<file path="src/rtl/rsa_modexp_core.sv">
// rsa_modexp_core: modular exponentiation result = plaintext^key mod mod.
// Right-to-left square-and-multiply built from two bit-serial Blakley
// multipliers running side by side. Every exponent bit costs exactly WIDTH
// cycles, whatever its value, so the run time does not leak the key.
module rsa_modexp_core #(
    parameter int WIDTH = 32
) (
    input  logic             clock,
    input  logic             reset,
    input  logic             start,
    input  logic [WIDTH-1:0] key,
    input  logic [WIDTH-1:0] mod,
    input  logic [WIDTH-1:0] plaintext,
    output logic             busy,
    output logic             done,
    output logic             error,
    output logic [WIDTH-1:0] result
);

    localparam int CW = $clog2(WIDTH);
    // Holds 2P + B with P, B < N < 2^WIDTH, so it stays below 3 * 2^WIDTH.
    localparam int PW = WIDTH + 2;

    typedef enum logic [1:0] {IDLE, CHECK, MULT, DONE} state_t;

    state_t           state;
    logic [WIDTH-1:0] e;
    logic [WIDTH-1:0] n;
    logic [WIDTH-1:0] b;
    logic [WIDTH-1:0] r;
    logic [PW-1:0]    pr;
    logic [PW-1:0]    ps;
    logic [CW-1:0]    i;
    logic [CW-1:0]    j;
    logic [PW-1:0]    pr_next;
    logic [PW-1:0]    ps_next;

    // One interleaved step: shift, conditionally add B, then bring back below N.
    function automatic logic [PW-1:0] blakley_step(
        input logic [PW-1:0]    p,
        input logic             bit_a,
        input logic [WIDTH-1:0] mcand,
        input logic [WIDTH-1:0] modulus
    );
        logic [PW-1:0] t;
        t = {p[PW-2:0], 1'b0} + (bit_a ? PW'(mcand) : '0);
        if (t >= PW'(modulus)) t = t - PW'(modulus);
        if (t >= PW'(modulus)) t = t - PW'(modulus);
        return t;
    endfunction

    // Next accumulator values of the multiply (R*B) and square (B*B) chains.
    always_comb begin
        pr_next = blakley_step(pr, r[i], b, n);
        ps_next = blakley_step(ps, b[i], b, n);
    end

    // Control FSM and datapath registers; all outputs are registered.
    // NOTE: nonblocking assignments here so every register samples pre-edge values.
    always_ff @(posedge clock or posedge reset) begin
        if (reset) begin
            // NOTE: every register, datapath included, is cleared so an aborted run leaves nothing behind.
            state  <= IDLE;
            e      <= '0;
            n      <= '0;
            b      <= '0;
            r      <= '0;
            pr     <= '0;
            ps     <= '0;
            i      <= '0;
            j      <= '0;
            busy   <= 1'b0;
            done   <= 1'b0;
            error  <= 1'b0;
            result <= '0;
        end else begin
            done <= 1'b0;
            unique case (state)
                IDLE: begin
                    // The done cycle is the tail of DONE: a start seen there is dropped.
                    if (start && !done) begin
                        e     <= key;
                        n     <= mod;
                        b     <= plaintext;
                        error <= 1'b0;
                        busy  <= 1'b1;
                        state <= CHECK;
                    end
                end
                CHECK: begin
                    if (n < WIDTH'(2) || b >= n) begin
                        error <= 1'b1;
                        busy  <= 1'b0;
                        state <= DONE;
                    end else begin
                        r     <= WIDTH'(1);
                        j     <= '0;
                        i     <= CW'(WIDTH - 1);
                        pr    <= '0;
                        ps    <= '0;
                        state <= MULT;
                    end
                end
                MULT: begin
                    if (i == '0) begin
                        // Both products are always computed; only the commit of R depends on E.
                        if (e[j]) r <= pr_next[WIDTH-1:0];
                        b  <= ps_next[WIDTH-1:0];
                        pr <= '0;
                        ps <= '0;
                        if (j == CW'(WIDTH - 1)) begin
                            busy  <= 1'b0;
                            state <= DONE;
                        end else begin
                            j <= j + CW'(1);
                            i <= CW'(WIDTH - 1);
                        end
                    end else begin
                        pr <= pr_next;
                        ps <= ps_next;
                        i  <= i - CW'(1);
                    end
                end
                DONE: begin
                    done   <= 1'b1;
                    result <= error ? '0 : r;
                    state  <= IDLE;
                end
                default: state <= IDLE;
            endcase
        end
    end

endmodule

</file>
<file path="config.mk">
export PLATFORM = sky130hd
export DESIGN_NAME = rsa_modexp_core
export DESIGN_NICKNAME = d
export VERILOG_FILES = /design/src/rtl/rsa_modexp_core.sv
export SDC_FILE = /design/constraint.sdc
export NUM_CORES = 1
export LEC_CHECK = 0
export ABC_AREA = 1
export BUFFER_PORTS_ARGS = -buffer_cell sky130_fd_sc_hd__clkbuf_2
export CELL_PAD_IN_SITES_DETAIL_PLACEMENT = 0
export CELL_PAD_IN_SITES_GLOBAL_PLACEMENT = 1
export CORE_ASPECT_RATIO = 1.2
export CORE_MARGIN = 3
export CORE_UTILIZATION = 45
export DETAILED_ROUTE_END_ITERATION = 8
export PLACE_DENSITY_LB_ADDON = 0.1
export SYNTH_ARGS = -nofsm -noshare
export SYNTH_HDL_FRONTEND = slang
export SYNTH_SLANG_ARGS = --single-unit
export TNS_END_PERCENT = 100
</file>
<file path="constraint.sdc">
create_clock -name clock -period 9.6 [get_ports clock]
set_input_delay 0.96 -clock clock [delete_from_list [all_inputs] [get_ports clock]]
set_output_delay 0.96 -clock clock [all_outputs]
set_load 0.03 [all_outputs]
</file>
==> flow_metrics.tcl <==
set metrics [dict create \
    die_h_um 262.5 \
    coreArea_um2 53990 \
    overflow 0 \
    swShare 0.4658 \
    netlist_instances 3847 \
    cts_made_buffers 30 \
    drtPass1Iterations 5 \
    worstSetupEndpointType "flip-flop" \
    die_w_um 219.7 \
    avgViaCountPerCell 5.659 \
    antenna_found_initial 2 \
    nets 4324 \
    synth_area_um2 24670 \
    syn2layout_area_growth_pct 11.55 \
    relSlewSlack 0.3308 \
    start_util 0.4569 \
    cts.path.max_buffers 3 \
    clkSinkCount 241 \
    vias 26740 \
    period_share 0.9460 \
    synth_edf_count 0 \
    final_max_slew_viol_count 0 \
    drive_above_1_share 0.08051 \
    required_ns 10.08 \
    hold_viol 0 \
    port-buffer-count 133 \
    crit_path_frequent_cell "nand2_1" \
    fmax_mhz 110.1 \
    std_cell_rows 93 \
    syn_avg_cell_area_um2 6.413 \
    cellLeakagePower_nw 15.38 \
    hold_path_class "reg2reg" \
    ir_drop_mv 0.1839 \
    p_switching_mw 2.319 \
    setup-tns-final_ns 0 \
    synth_seq_cells 241 \
    synth_ff_type "dfrtp_1" \
    wl_mm 105.0 \
    async_flop_share 1.000 \
    synth_area_leaders "dfrtp_1 24%, nand2_1 18%, ha_1 12%" \
    ys_seq_area_frac 0.2445 \
    pin_count 134 \
    postRouteAntennaNets 0 \
    rsz0062_at_grt "false" \
    reg2reg_from "i[1]" \
    skew_ns 0.02639 \
    hp-start "e[18]" \
    power.density_nw_per_um2 180.9 \
    crit_family "compound AO/OA/AOI/OAI gates" \
    total_power_mw 4.979 \
    synth_top_area_frac 0.2445 \
    critPathKind "reg2reg" \
    synth_cell_types 51 \
    post-synth-top-count-cell "nand2_1" \
    cp-start-kind "flip-flop" \
    tritoncts "done" \
    worstPathBufferInverterCount 8 \
    h-tree-depth 1 \
    cpPeakStageDelay_ns 0.58 \
    syn_nets 4181 \
    comb_power_share 0.520 \
    route.detailed.drc 0 \
    gp_congestion 1.075 \
    dieArea_um2 57680 \
    p_seq_frac 0.236 \
    status "finished, final reports clean" \
    setup_viol 0 \
    track_usage 0.3552 \
    p_clk_frac 0.245 \
    dp.cells 4666 \
    ys_warn_count 0 \
    maxCapViolCount 0 \
    intPower_mw 2.660 \
    stdcell_count 4725 \
    cts_root_buffer "clkbuf_16" \
    slowest_stage "o21ai_0" \
    clk_pin_slew_ns 0.06 \
    grt_pass1_wl_mm 156.2 \
    worst_pin_slew_ns 0.9947 \
    synth_top_area_cell "dfrtp_1" \
    fin_hold_ws_ns 0.4740 \
    clk-insertion-delay-late_ns 0.62 \
    dp_hpwl_mm 84.56 \
    wl_per_cell_um 22.22 \
    grt_max_degree 122 \
    startpoint "i[1]" \
    drt_iter0_drc 2239 \
    crit_fanout 32 \
    grt_pass1_vias 26250 \
    arrival_ns 9.56 \
    synthTopCellsByCount "1208 x nand2_1, 402 x inv_1, 369 x nor2_1" \
    fin_crit_ns 9.082 \
    cts-hold-fix-buffers 0 \
]
==> registers in the layout, indices dropped and copies added, names as in the netlist <==
signal and cells:
busy 1, r 32, result 32, n 32, j 5, i 5
done 1, b 32, ps 33, e 32, state 2, pr 33
error 1
==> per-stage QoR <==
step                      worst slack [ns]  cell area, µm²  utilization
after floorplan                      2.024           24670            -
after global placement              0.3508           26420       0.4894
after detailed placement            0.4633           26420       0.4894
after CTS                           0.3652           27460       0.5087
after global routing               0.02445           27520       0.5097
final                               0.5184           27520       0.5097
==> what timing repair did <==
item                       CTS  global route
gates resized for setup      0             6
setup endpoints to repair    0           129
setup buffers                0             3
==> worst paths after layout <==
kind | endpoint | slack (ns) | depth (start not counted)
worst max-delay path | pr[14] | 0.52 | 48
worst min-delay path | e[18] | 0.47 | 2
worst max register to register | pr[14] | 0.52 | 48
worst min register to register | e[18] | 0.47 | 2
max in group asynchronous | n[7] | 7.85 | 3
min in group asynchronous | result[26] | 0.49 | 2
==> cell families after synthesis <==
family	after synthesis	synth area share
simple gates	2006	0.3373
mux	5	0.002029
buf+inv	512	0.08216
flops	241	0.2445
compound gates	690	0.1570
fa+ha+maj	235	0.1210
xor+xnor	158	0.05609
==> power groups by stage <==
stage               registers [mW]  clock network (mW)  logic, mW
floorplan                     1.16                   0       1.81
global placement              1.19                   0       2.53
detailed placement            1.19                   0       2.50
CTS                           1.17                1.23       2.52
global route                  1.18                1.28       2.83
finish                        1.17                1.22       2.59
==> cell usage in the layout, fill, tap and decap left out, drive strengths merged, types with 25 or more instances in the layout <==
| master | instances |
|---|---|
| nor2 | 371 |
| nand3 | 251 |
| nor3 | 37 |
| clkbuf | 172 |
| nand4 | 78 |
| o21ai | 251 |
| ha | 229 |
| xnor2 | 73 |
| nand2 | 1222 |
| xor2 | 85 |
| a21o | 29 |
| a21oi | 290 |
| dfrtp | 241 |
| o21a | 25 |
| buf | 83 |
| inv | 405 |
==> layer usage <==
layer  track usage  part of all wire  wire, µm
met3       0.04094             0.058      6132
met4        0.2133             0.074      7819
met5             0                 0         0
met2        0.5961              0.47     49410
met1        0.4350              0.40     41640
==> layout make-up <==
cell class | instances | area, µm²
fillers | 5756 | 26470
clock buffers | 39 | 824.5
multi-input cells | 3095 | 16670
well taps | 712 | 890.9
inverters | 406 | 1531
diodes | 1 | 2.502
repair buffers | 216 | 1351
flip-flops and latches | 241 | 6031
clock inverters | 15 | 215.2
==> tightest hold or removal path, cell delays in order (launching register included) <==
cell,delay (ns)
dfrtp_1,0.34
nand2_1,0.05
nand2_1,0.05
No activity file was read; power rests on OpenSTA's default activity.
